**config.mk**
```make
export PLATFORM = sky130hd
export DESIGN_NAME = slave_port_mux_flat
export DESIGN_NICKNAME = d
export VERILOG_FILES = /design/src/rtl/slave_port_mux_if.sv /design/src/rtl/slave_port_mux.sv /design/src/flat_wrapper.sv
export SDC_FILE = /design/constraint.sdc
export NUM_CORES = 1
export LEC_CHECK = 0
export CAP_MARGIN = 20
export CORE_AREA = 10 10 150 152
export CTS_CLUSTER_SIZE = 30
export DETAILED_ROUTE_END_ITERATION = 10
export DIE_AREA = 0 0 160 162
export PLACE_DENSITY = 0.69
export SLEW_MARGIN = 20
export SYNTH_ARGS = -nofsm -noshare
export SYNTH_HDL_FRONTEND = slang
export SYNTH_SLANG_ARGS = --single-unit
```
**constraint.sdc**
```tcl
create_clock -name clk -period 1.6 [get_ports clk]
set_input_delay 0.24 -clock clk [delete_from_list [all_inputs] [get_ports clk]]
set_output_delay 0.24 -clock clk [all_outputs]
set_load 0.05 [all_outputs]
```
**src/rtl/slave_port_mux_if.sv**
```systemverilog
// Bus bundle between one slave-port multiplexer, the four masters, the
// round-robin arbiter and the slave. The master modport is the mux side
// (it masters the slave bus); the slave modport is the environment side.
interface slave_port_mux_if;
    logic [2:0]  grant_num;
    logic        grant_req;
    logic [31:0] master_1_addr;
    logic [31:0] master_2_addr;
    logic [31:0] master_3_addr;
    logic [31:0] master_4_addr;
    logic        master_1_cmd;
    logic        master_2_cmd;
    logic        master_3_cmd;
    logic        master_4_cmd;
    logic [31:0] master_1_wdata;
    logic [31:0] master_2_wdata;
    logic [31:0] master_3_wdata;
    logic [31:0] master_4_wdata;
    logic        slave_ack;
    logic [31:0] slave_rdata;
    logic        slave_req;
    logic [31:0] slave_addr;
    logic        slave_cmd;
    logic [31:0] slave_wdata;
    logic        master_1_ack;
    logic        master_2_ack;
    logic        master_3_ack;
    logic        master_4_ack;
    logic [31:0] master_rdata;
    logic        resp_err;
    logic        arb_ack;
    logic        busy;

    modport master (
        input  grant_num, grant_req,
        input  master_1_addr, master_2_addr, master_3_addr, master_4_addr,
        input  master_1_cmd, master_2_cmd, master_3_cmd, master_4_cmd,
        input  master_1_wdata, master_2_wdata, master_3_wdata, master_4_wdata,
        input  slave_ack, slave_rdata,
        output slave_req, slave_addr, slave_cmd, slave_wdata,
        output master_1_ack, master_2_ack, master_3_ack, master_4_ack,
        output master_rdata, resp_err, arb_ack, busy
    );

    modport slave (
        output grant_num, grant_req,
        output master_1_addr, master_2_addr, master_3_addr, master_4_addr,
        output master_1_cmd, master_2_cmd, master_3_cmd, master_4_cmd,
        output master_1_wdata, master_2_wdata, master_3_wdata, master_4_wdata,
        output slave_ack, slave_rdata,
        input  slave_req, slave_addr, slave_cmd, slave_wdata,
        input  master_1_ack, master_2_ack, master_3_ack, master_4_ack,
        input  master_rdata, resp_err, arb_ack, busy
    );
endinterface

```
**src/rtl/slave_port_mux.sv**
```systemverilog
// Slave-port multiplexer: latches the granted master's transaction, holds it
// on the slave bus until slave_ack or a timeout, then returns a one-cycle
// response pulse to that master and to the arbiter. All outputs registered.
module slave_port_mux #(
    parameter int unsigned TIMEOUT = 255,
    parameter int unsigned SLAVE   = 0
) (
    input logic              clk,
    input logic              reset,
    slave_port_mux_if.master bus
);
    if (TIMEOUT == 0 || TIMEOUT > 255) begin : g_bad_timeout
        $error("slave_port_mux[%0d]: TIMEOUT=%0d outside 1..255", SLAVE, TIMEOUT);
    end

    localparam logic [7:0] TMO_LAST = 8'(TIMEOUT - 1);

    typedef enum logic [1:0] {IDLE, BUSY, RESP} state_t;

    state_t      r_state, w_state_nxt;
    logic [2:0]  r_mnum, w_mnum_nxt;
    logic [7:0]  r_cnt, w_cnt_nxt;
    logic [31:0] r_addr, w_addr_nxt;
    logic        r_cmd, w_cmd_nxt;
    logic [31:0] r_wdata, w_wdata_nxt;
    logic        r_req, w_req_nxt;
    logic [3:0]  r_mack, w_mack_nxt;
    logic        r_arb, w_arb_nxt;
    logic [31:0] r_rdata, w_rdata_nxt;
    logic        r_err, w_err_nxt;
    logic        r_busy;

    logic        w_sel_valid;
    logic [31:0] w_sel_addr;
    logic        w_sel_cmd;
    logic [31:0] w_sel_wdata;

    // Select the transaction fields of the master named by grant_num
    always_comb begin
        w_sel_valid = 1'b1;
        w_sel_addr  = '0;
        w_sel_cmd   = 1'b0;
        w_sel_wdata = '0;
        case (bus.grant_num)
            3'd1: begin w_sel_addr = bus.master_1_addr; w_sel_cmd = bus.master_1_cmd; w_sel_wdata = bus.master_1_wdata; end
            3'd2: begin w_sel_addr = bus.master_2_addr; w_sel_cmd = bus.master_2_cmd; w_sel_wdata = bus.master_2_wdata; end
            3'd3: begin w_sel_addr = bus.master_3_addr; w_sel_cmd = bus.master_3_cmd; w_sel_wdata = bus.master_3_wdata; end
            3'd4: begin w_sel_addr = bus.master_4_addr; w_sel_cmd = bus.master_4_cmd; w_sel_wdata = bus.master_4_wdata; end
            default: w_sel_valid = 1'b0;
        endcase
    end

    // Next-state and next-output logic; pulses default low every cycle
    always_comb begin
        w_state_nxt = r_state;
        w_mnum_nxt  = r_mnum;
        w_cnt_nxt   = r_cnt;
        w_addr_nxt  = r_addr;
        w_cmd_nxt   = r_cmd;
        w_wdata_nxt = r_wdata;
        w_rdata_nxt = r_rdata;
        w_err_nxt   = r_err;
        w_req_nxt   = 1'b0;
        w_mack_nxt  = '0;
        w_arb_nxt   = 1'b0;
        case (r_state)
            IDLE: begin
                if (bus.grant_req && w_sel_valid) begin
                    w_mnum_nxt  = bus.grant_num;
                    w_addr_nxt  = w_sel_addr;
                    w_cmd_nxt   = w_sel_cmd;
                    w_wdata_nxt = w_sel_wdata;
                    w_cnt_nxt   = '0;
                    w_req_nxt   = 1'b1;
                    w_state_nxt = BUSY;
                end
            end
            BUSY: begin
                // An ack on the final wait cycle still wins over the timeout
                if (bus.slave_ack || r_cnt == TMO_LAST) begin
                    w_rdata_nxt = bus.slave_ack ? bus.slave_rdata : '0;
                    w_err_nxt   = !bus.slave_ack;
                    w_mack_nxt  = 4'b0001 << (r_mnum - 3'd1);
                    w_arb_nxt   = 1'b1;
                    w_state_nxt = RESP;
                end else begin
                    w_cnt_nxt = r_cnt + 8'd1;
                    w_req_nxt = 1'b1;
                end
            end
            RESP: w_state_nxt = IDLE;
            default: w_state_nxt = IDLE;
        endcase
    end

    // State and registered outputs
    always_ff @(posedge clk) begin
        if (reset) begin
            r_state <= IDLE;
            r_mnum  <= '0;
            r_cnt   <= '0;
            r_addr  <= '0;
            r_cmd   <= 1'b0;
            r_wdata <= '0;
            r_req   <= 1'b0;
            r_mack  <= '0;
            r_arb   <= 1'b0;
            r_rdata <= '0;
            r_err   <= 1'b0;
            r_busy  <= 1'b0;
        end else begin
            r_state <= w_state_nxt;
            r_mnum  <= w_mnum_nxt;
            r_cnt   <= w_cnt_nxt;
            r_addr  <= w_addr_nxt;
            r_cmd   <= w_cmd_nxt;
            r_wdata <= w_wdata_nxt;
            r_req   <= w_req_nxt;
            r_mack  <= w_mack_nxt;
            r_arb   <= w_arb_nxt;
            r_rdata <= w_rdata_nxt;
            r_err   <= w_err_nxt;
            r_busy  <= (w_state_nxt != IDLE);
        end
    end

    assign bus.slave_req    = r_req;
    assign bus.slave_addr   = r_addr;
    assign bus.slave_cmd    = r_cmd;
    assign bus.slave_wdata  = r_wdata;
    assign bus.master_1_ack = r_mack[0];
    assign bus.master_2_ack = r_mack[1];
    assign bus.master_3_ack = r_mack[2];
    assign bus.master_4_ack = r_mack[3];
    assign bus.master_rdata = r_rdata;
    assign bus.resp_err     = r_err;
    assign bus.arb_ack      = r_arb;
    assign bus.busy         = r_busy;
endmodule

```
**src/flat_wrapper.sv**
```systemverilog
// flat-port wrapper written by rule: the top's interface ports become plain ports
module slave_port_mux_flat 
#(
    parameter int unsigned TIMEOUT = 255,
    parameter int unsigned SLAVE   = 0
)
  (clk, reset, bus_grant_num, bus_grant_req, bus_master_1_addr, bus_master_2_addr, bus_master_3_addr, bus_master_4_addr, bus_master_1_cmd, bus_master_2_cmd, bus_master_3_cmd, bus_master_4_cmd, bus_master_1_wdata, bus_master_2_wdata, bus_master_3_wdata, bus_master_4_wdata, bus_slave_ack, bus_slave_rdata, bus_slave_req, bus_slave_addr, bus_slave_cmd, bus_slave_wdata, bus_master_1_ack, bus_master_2_ack, bus_master_3_ack, bus_master_4_ack, bus_master_rdata, bus_resp_err, bus_arb_ack, bus_busy);
  slave_port_mux_if bus_i ();
  input logic clk;
  input logic reset;
  input wire logic [$bits(bus_i.grant_num)-1:0] bus_grant_num;
  input wire logic [$bits(bus_i.grant_req)-1:0] bus_grant_req;
  input wire logic [$bits(bus_i.master_1_addr)-1:0] bus_master_1_addr;
  input wire logic [$bits(bus_i.master_2_addr)-1:0] bus_master_2_addr;
  input wire logic [$bits(bus_i.master_3_addr)-1:0] bus_master_3_addr;
  input wire logic [$bits(bus_i.master_4_addr)-1:0] bus_master_4_addr;
  input wire logic [$bits(bus_i.master_1_cmd)-1:0] bus_master_1_cmd;
  input wire logic [$bits(bus_i.master_2_cmd)-1:0] bus_master_2_cmd;
  input wire logic [$bits(bus_i.master_3_cmd)-1:0] bus_master_3_cmd;
  input wire logic [$bits(bus_i.master_4_cmd)-1:0] bus_master_4_cmd;
  input wire logic [$bits(bus_i.master_1_wdata)-1:0] bus_master_1_wdata;
  input wire logic [$bits(bus_i.master_2_wdata)-1:0] bus_master_2_wdata;
  input wire logic [$bits(bus_i.master_3_wdata)-1:0] bus_master_3_wdata;
  input wire logic [$bits(bus_i.master_4_wdata)-1:0] bus_master_4_wdata;
  input wire logic [$bits(bus_i.slave_ack)-1:0] bus_slave_ack;
  input wire logic [$bits(bus_i.slave_rdata)-1:0] bus_slave_rdata;
  output wire logic [$bits(bus_i.slave_req)-1:0] bus_slave_req;
  output wire logic [$bits(bus_i.slave_addr)-1:0] bus_slave_addr;
  output wire logic [$bits(bus_i.slave_cmd)-1:0] bus_slave_cmd;
  output wire logic [$bits(bus_i.slave_wdata)-1:0] bus_slave_wdata;
  output wire logic [$bits(bus_i.master_1_ack)-1:0] bus_master_1_ack;
  output wire logic [$bits(bus_i.master_2_ack)-1:0] bus_master_2_ack;
  output wire logic [$bits(bus_i.master_3_ack)-1:0] bus_master_3_ack;
  output wire logic [$bits(bus_i.master_4_ack)-1:0] bus_master_4_ack;
  output wire logic [$bits(bus_i.master_rdata)-1:0] bus_master_rdata;
  output wire logic [$bits(bus_i.resp_err)-1:0] bus_resp_err;
  output wire logic [$bits(bus_i.arb_ack)-1:0] bus_arb_ack;
  output wire logic [$bits(bus_i.busy)-1:0] bus_busy;
  assign bus_i.grant_num = bus_grant_num;
  assign bus_i.grant_req = bus_grant_req;
  assign bus_i.master_1_addr = bus_master_1_addr;
  assign bus_i.master_2_addr = bus_master_2_addr;
  assign bus_i.master_3_addr = bus_master_3_addr;
  assign bus_i.master_4_addr = bus_master_4_addr;
  assign bus_i.master_1_cmd = bus_master_1_cmd;
  assign bus_i.master_2_cmd = bus_master_2_cmd;
  assign bus_i.master_3_cmd = bus_master_3_cmd;
  assign bus_i.master_4_cmd = bus_master_4_cmd;
  assign bus_i.master_1_wdata = bus_master_1_wdata;
  assign bus_i.master_2_wdata = bus_master_2_wdata;
  assign bus_i.master_3_wdata = bus_master_3_wdata;
  assign bus_i.master_4_wdata = bus_master_4_wdata;
  assign bus_i.slave_ack = bus_slave_ack;
  assign bus_i.slave_rdata = bus_slave_rdata;
  assign bus_slave_req = bus_i.slave_req;
  assign bus_slave_addr = bus_i.slave_addr;
  assign bus_slave_cmd = bus_i.slave_cmd;
  assign bus_slave_wdata = bus_i.slave_wdata;
  assign bus_master_1_ack = bus_i.master_1_ack;
  assign bus_master_2_ack = bus_i.master_2_ack;
  assign bus_master_3_ack = bus_i.master_3_ack;
  assign bus_master_4_ack = bus_i.master_4_ack;
  assign bus_master_rdata = bus_i.master_rdata;
  assign bus_resp_err = bus_i.resp_err;
  assign bus_arb_ack = bus_i.arb_ack;
  assign bus_busy = bus_i.busy;
  slave_port_mux #(.TIMEOUT(TIMEOUT), .SLAVE(SLAVE)) u_core (.clk(clk), .reset(reset), .bus(bus_i));
endmodule
```
==> results.json <==
{
  "synthArstFlopShare_pct": 0,
  "outcome": "completed",
  "antennaDiodeCount": 0,
  "power.density_nw_per_um2": 907,
  "viasPerCell": 5.14,
  "syn-instance-count": 546,
  "synth_area_sq_um": 5320,
  "finalNetCount": 1288,
  "n_fill_cell": 1721,
  "fin_tns_setup_ns": 0,
  "drt_pass1_iterations": 4,
  "synth_common_cells": "dfxtp_1 (118), nor2_1 (73), a211oi_1 (66), a22oi_1 (66), a221oi_1 (55)",
  "grt_pass1_wl_um": 40100,
  "avgSynthCellArea_sq_um": 9.74,
  "cts_buffers": 17,
  "crit_fanout": 10,
  "ys_types": 43,
  "p_int_w": 0.00710,
  "power_frac_clock_pct": 42.1,
  "core_sq_um": 19400,
  "max_freq_mhz": 632,
  "grt_max_degree": 76,
  "clockBufferDepth": 2,
  "seq_power_share_pct": 32.0,
  "clk_latency_ns": 0.41,
  "multi_input_area_sq_um": 3020,
  "fin_skew_ns": 0.0113,
  "path_class": "reg2reg",
  "dp.final_hpwl_um": 21400,
  "io_buffers": 403,
  "num_vias": 6492,
  "tightest_slew_ns": 0.407,
  "synth_edf_count": 0,
  "place_ws_ns": -0.460,
  "finalWirelength_um": 28600,
  "dp.cells": 1221,
  "period_share_pct": 98.8,
  "clock-sinks": 118,
  "p_sw_share_pct": 28.6,
  "power_frac_comb_pct": 25.8,
  "end_kind": "register",
  "drt-initial-drc-count": 428,
  "route.detailed.drc": 0,
  "rsz0062_at_grt": "yes",
  "start_util_pct": 27.4,
  "hold_viol": 0,
  "grt_overflow_total": 0,
  "finalNonFillerCells": 1264,
  "hold_path_class": "in2reg",
  "worstPathRequired_ns": 1.89,
  "ys_seq_elements": 118,
  "regArea_sq_um": 2370,
  "globalplace.congestion": 0.898,
  "area_growth_pct": 106,
  "arrival_ns": 1.87,
  "netlist_top_cells_area": "dfxtp_1 (44%), a211oi_1 (9.3%), a22oi_1 (9.3%)",
  "ant_nets": 0,
  "layout_setup_ws_ns": 0.0184,
  "startpoint_type": "register",
  "wire_per_inst_um": 22.6,
  "fp.dieArea_sq_um": 25900,
  "fin_hold_ws_ns": 0.333,
  "grtUsageTotal_pct": 19.9,
  "placed_area_sq_um": 9820,
  "fp-row-count": 51,
  "relSlewSlack_pct": 72.9,
  "cap_violations": 0,
  "die_h_um": 162,
  "yosys.cell_count.top_type": "dfxtp_1",
  "path_clk_slew_ns": 0.06,
  "synth_warnings": 0,
  "final_cell_area_sq_um": 11000,
  "synth_ff_type": "dfxtp_1",
  "htree_levels": 4,
  "period_needed_ns": 1.58,
  "ir_worst_vdd_v": 0.000579,
  "slew_violations": 0,
  "layout-drive-gt1-share_pct": 28.6,
  "postCtsHoldBufs": 0,
  "yosysTopAreaCell": "dfxtp_1",
  "synth_fp_nets": 848,
  "yosysSeqAreaShare_pct": 44.4,
  "synth_top_area_share_pct": 44.4,
  "final-setup-viol-count": 0,
  "fp.dieW_um": 160,
  "cts_tree": "built",
  "first_global_vias": 6755,
  "switching_power_w": 0.00285,
  "ios": 404,
  "p_leak_nw": 4.39,
  "cts-root-buf": "clkbuf_16",
  "antenna_found_initial": 0
}
## final cells by class
type	instances	area share, %
clock buffers	22	4.32
clock inverters	10	1.54
inverters	6	0.205
multi-input cells	366	27.5
flip-flops and latches	118	21.6
well taps	265	3.02
repair buffers	477	41.8
## per-stage QoR
stage / utilization (%) / power [W]
2_1_floorplan: - / 0.00433
5_1_grt: 56.6 / 0.0103
6_report: 56.6 / 0.00996
3_5_place_dp: 50.6 / 0.00567
4_1_cts: 54.3 / 0.00993
3_3_place_gp: 50.6 / 0.00566
## flip-flops by register name, summed over array words and instances, names as in the netlist
name,flops
u_core.bus.slave_addr,32
u_core.r_state,2
u_core.bus.busy,1
u_core.r_mack,4
u_core.bus.master_rdata,32
u_core.r_cnt,8
u_core.bus.arb_ack,1
u_core.bus.slave_cmd,1
u_core.bus.slave_wdata,32
u_core.r_mnum,3
u_core.bus.resp_err,1
u_core.bus.slave_req,1
## repair_timing
item,in CTS,in global routing
setup endpoints to repair,48,105
buffers inserted,3,5
gates cloned,1,2
gates resized for setup,3,65
pin swaps,3,20
## layer usage
metal	GRT usage [%]	vias to the layer above	part of all wire (%)
met2	35.7	259	53
li1	-	3082	-
met4	5.84	0	1.6
met3	6.22	23	6.8
met1	22.0	3128	39
met5	0	-	0
## logic make-up (layout without fill, tap and decap cells)
kind of cell	count (synthesis)	count (layout)	synth area share, %
xor+xnor	2	2	0.329
mux	1	1	0.188
compound gates	252	252	39.2
simple gates	108	108	9.53
fa+ha+maj	3	3	0.706
flops	118	118	44.4
buf+inv	62	515	5.65
## path summary, 6_finish.rpt
check                                                              start                                  endpoint  slack, ns  depth (start not counted)
worst max register to register              u_core.r_state[1]$_SDFF_PP0_     u_core.bus.slave_addr[3]$_SDFFE_PP0P_       0.02                          8
worst min-delay path                                               reset           u_core.bus.slave_req$_SDFF_PP0_       0.33                          3
worst max-delay path                        u_core.r_state[1]$_SDFF_PP0_     u_core.bus.slave_addr[3]$_SDFFE_PP0P_       0.02                          8
worst min register to register  u_core.bus.master_rdata[19]$_SDFFE_PP0P_  u_core.bus.master_rdata[19]$_SDFFE_PP0P_       0.48                          1
## cell usage in the layout, fill, tap and decap left out, types with 4 or more instances in the layout
cell type / n
clkdlybuf4s50_1: 294
a22oi_1: 66
buf_4: 157
a211o_1: 4
inv_1: 5
a22o_1: 32
bufinv_16: 4
dfxtp_1: 113
a211oi_1: 65
a221oi_1: 18
a221oi_2: 45
clkbuf_16: 19
nand3_1: 4
nand2_1: 6
dfxtp_2: 5
nor2_1: 72
nor3_2: 4
buf_12: 15
## worst max-delay path, cell delays in order, from the launching register on
cell,delay [ns]
dfxtp_2,0.32
nor3b_2,0.16
buf_4,0.16
o21ai_4,0.05
buf_4,0.14
buf_12,0.14
buf_12,0.14
a221oi_1,0.22
a211oi_1,0.11
## power groups by stage
stage / sequential [W] / clock [W] / combinational [W]
6_report: 0.00319 / 0.00420 / 0.00257
3_3_place_gp: 0.00324 / 0 / 0.00241
5_1_grt: 0.00321 / 0.00442 / 0.00270
2_1_floorplan: 0.00378 / 0 / 0.000553
3_5_place_dp: 0.00325 / 0 / 0.00243
4_1_cts: 0.00319 / 0.00429 / 0.00244
No activity file was read; power rests on OpenSTA's default activity.
==> variant, RTL diff (config.mk and constraints unchanged) <==
The 3 states of `state_t` get a one-hot encoding in 3 bits.
--- a/src/rtl/slave_port_mux.sv
+++ b/src/rtl/slave_port_mux.sv
@@ -15,7 +15,7 @@
 
     localparam logic [7:0] TMO_LAST = 8'(TIMEOUT - 1);
 
-    typedef enum logic [1:0] {IDLE, BUSY, RESP} state_t;
+    typedef enum logic [2:0] {IDLE = 3'b001, BUSY = 3'b010, RESP = 3'b100} state_t;
 
     state_t      r_state, w_state_nxt;
     logic [2:0]  r_mnum, w_mnum_nxt;
Check against the original RTL: same outputs for any inputs over 4 cycles, from zero or initial values and one cycle with reset high; so few cycles prove little.
==> variant against the original RTL <==
Total power fell by 7.2%; final area decreased by 0.66%; die area is the same; sequential cell count is 1 higher; setup slack better by 25 ps; routed wire length shrank 1.6%; cell count grew 0.87%; synthesized area is 0.45% lower; critical endpoint is now u_core.bus.slave_addr[15]; largest cell class unchanged; largest power group unchanged; highest routed layer is now met5.
==> variant: results (changes against the original RTL) <==
| Metric | Value |
|---|---|
| Status | `finished clean` |
| Via/cell ratio | `5.13 (about the same)` |
| Placed Instances | `1242 (+1.7%)` |
| Fin cells | `1275 (+0.87%)` |
| Largest net degree at the start of global routing | `37 (-51%)` |
| Met3 WL | `2290 um (+19%)` |
| Clock Tree Buf Depth | `2 (unchanged)` |
| 1st-iter DRT viols | `339 (-21%)` |
| Max incr delay on CP | `380 ps (+60 ps)` |
| Met1 Use GR | `21.4% (-0.57 points)` |
| Yosys cell types | `47 (+9.3%)` |
| Fin Clk Skew | `10.6 ps (-0.672 ps)` |
| Clk_lat worst skew | `420 ps` |
| CP max FO | `17 (+7)` |
| Initial antenna violation count | `2 (+2)` |
| Slew @ Worst Pin | `498 ps (+91.3 ps)` |
| DR WL met2 | `14700 um (-3.0%)` |
| Seq/Total Area, Yosys | `45.0% (+0.58 points)` |
| First-pass GRT wire length | `40900 um (+1.9%)` |
| Post-synthesis mux area share | `0.189% (+0.00084 points)` |
| DR top layer | `met5` |
| Crit path max-delay cell type | `and4bb_4` |
| HPWL Detailed | `22300 um (+4.0%)` |
| Top post-synthesis cells by count | `119 x dfxtp_1, 72 x nor2_1, 67 x a22oi_1` |
| Syn_area_per_cell | `9.41 um^2 (-3.5%)` |
| Fill cells | `1748 (+1.6%)` |
| Overall routed net length | `28100 um (-1.6%)` |
| Global routing met3 resource utilization | `7.96% (+1.7 points)` |
| Xor/xnor share of the synthesized area | `0.165% (-0.16 points)` |
| Gp weighted congestion | `0.899 (+0.21%)` |
| Syn_nets | `865 (+2.0%)` |
| Area contributors post-synth | `dfxtp_1 45%, a221oi_1 11%, a22oi_1 9.5%, a211oi_1 9.2%, a22o_1 5.3%` |
| Overall routing resource usage | `20.1% (+0.22 points)` |
| P_leak | `4.26 nW (-3.0%)` |
| Sw frac | `28.5% (-0.13 points)` |
| Final nets | `1300 (+0.93%)` |
| Compound-Gate Fraction of Synth Area | `37.9% (-1.2 points)` |
| Met2 global-route usage | `35.5% (-0.19 points)` |
| Dpl ws | `-520 ps (-60.9 ps)` |
| Metal-1 WL | `10700 um (-3.7%)` |
| Vias in the first global route | `6857 (+1.5%)` |
| Layout cell share with drive strength beyond 1 | `27.8% (-0.88 points)` |
variant: cell count changes after synthesis, sizes merged, moves of 3 or more:
cell    delta
nor3       -4
a31oi      +4
nand2      +3
nand3      +3
a21oi      +4
clkbuf     -7
buf       +12
and3       -3
a211o      -4
variant: repair_timing:
action,CTS,global route
cloned,0,1
setup endpoints to repair,45,104
pin swaps,0,8
gates resized for setup,5,75
setup buffers,0,1
variant: area by class of cell:
type | count | area share [%]
well taps | 265 | 3.04
flip-flops and latches | 119 | 21.9
clock buffers | 21 | 4.13
diodes | 1 | 0.0229
clock inverters | 9 | 0.952
multi-input cells | 375 | 27.8
inverters | 8 | 0.275
repair buffers | 477 | 41.8
variant: path summary, 6_finish.rpt:
path	to	slack [ps]	start	cells after the start
min	u_core.bus.busy	150	reset	2
max reg2reg	u_core.bus.slave_addr[15]	40	u_core.r_state[1]	6
min reg2reg	u_core.bus.master_rdata[1]	480	u_core.bus.master_rdata[1]	1
max	u_core.bus.slave_addr[15]	40	u_core.r_state[1]	6
variant: cells by family after synthesis:
| logic type | count (synthesis) |
|---|---|
| AO/OA/AOI/OAI | 255 |
| XOR/XNOR | 1 |
| adder cells (fa/ha/maj) | 3 |
| buffers and inverters | 69 |
| flip-flops | 119 |
| multiplexers | 1 |
| AND/OR/NAND/NOR | 115 |
variant: power groups by stage:
| stage | clock network (mW) | registers [mW] | logic, mW |
|---|---|---|---|
| 5_1_grt | 3.89 | 3.20 | 2.52 |
| 2_1_floorplan | 0 | 3.71 | 0.505 |
| 3_5_place_dp | 0 | 3.25 | 2.28 |
| 6_report | 3.66 | 3.19 | 2.39 |
| 4_1_cts | 3.74 | 3.18 | 2.29 |
| 3_3_place_gp | 0 | 3.24 | 2.27 |
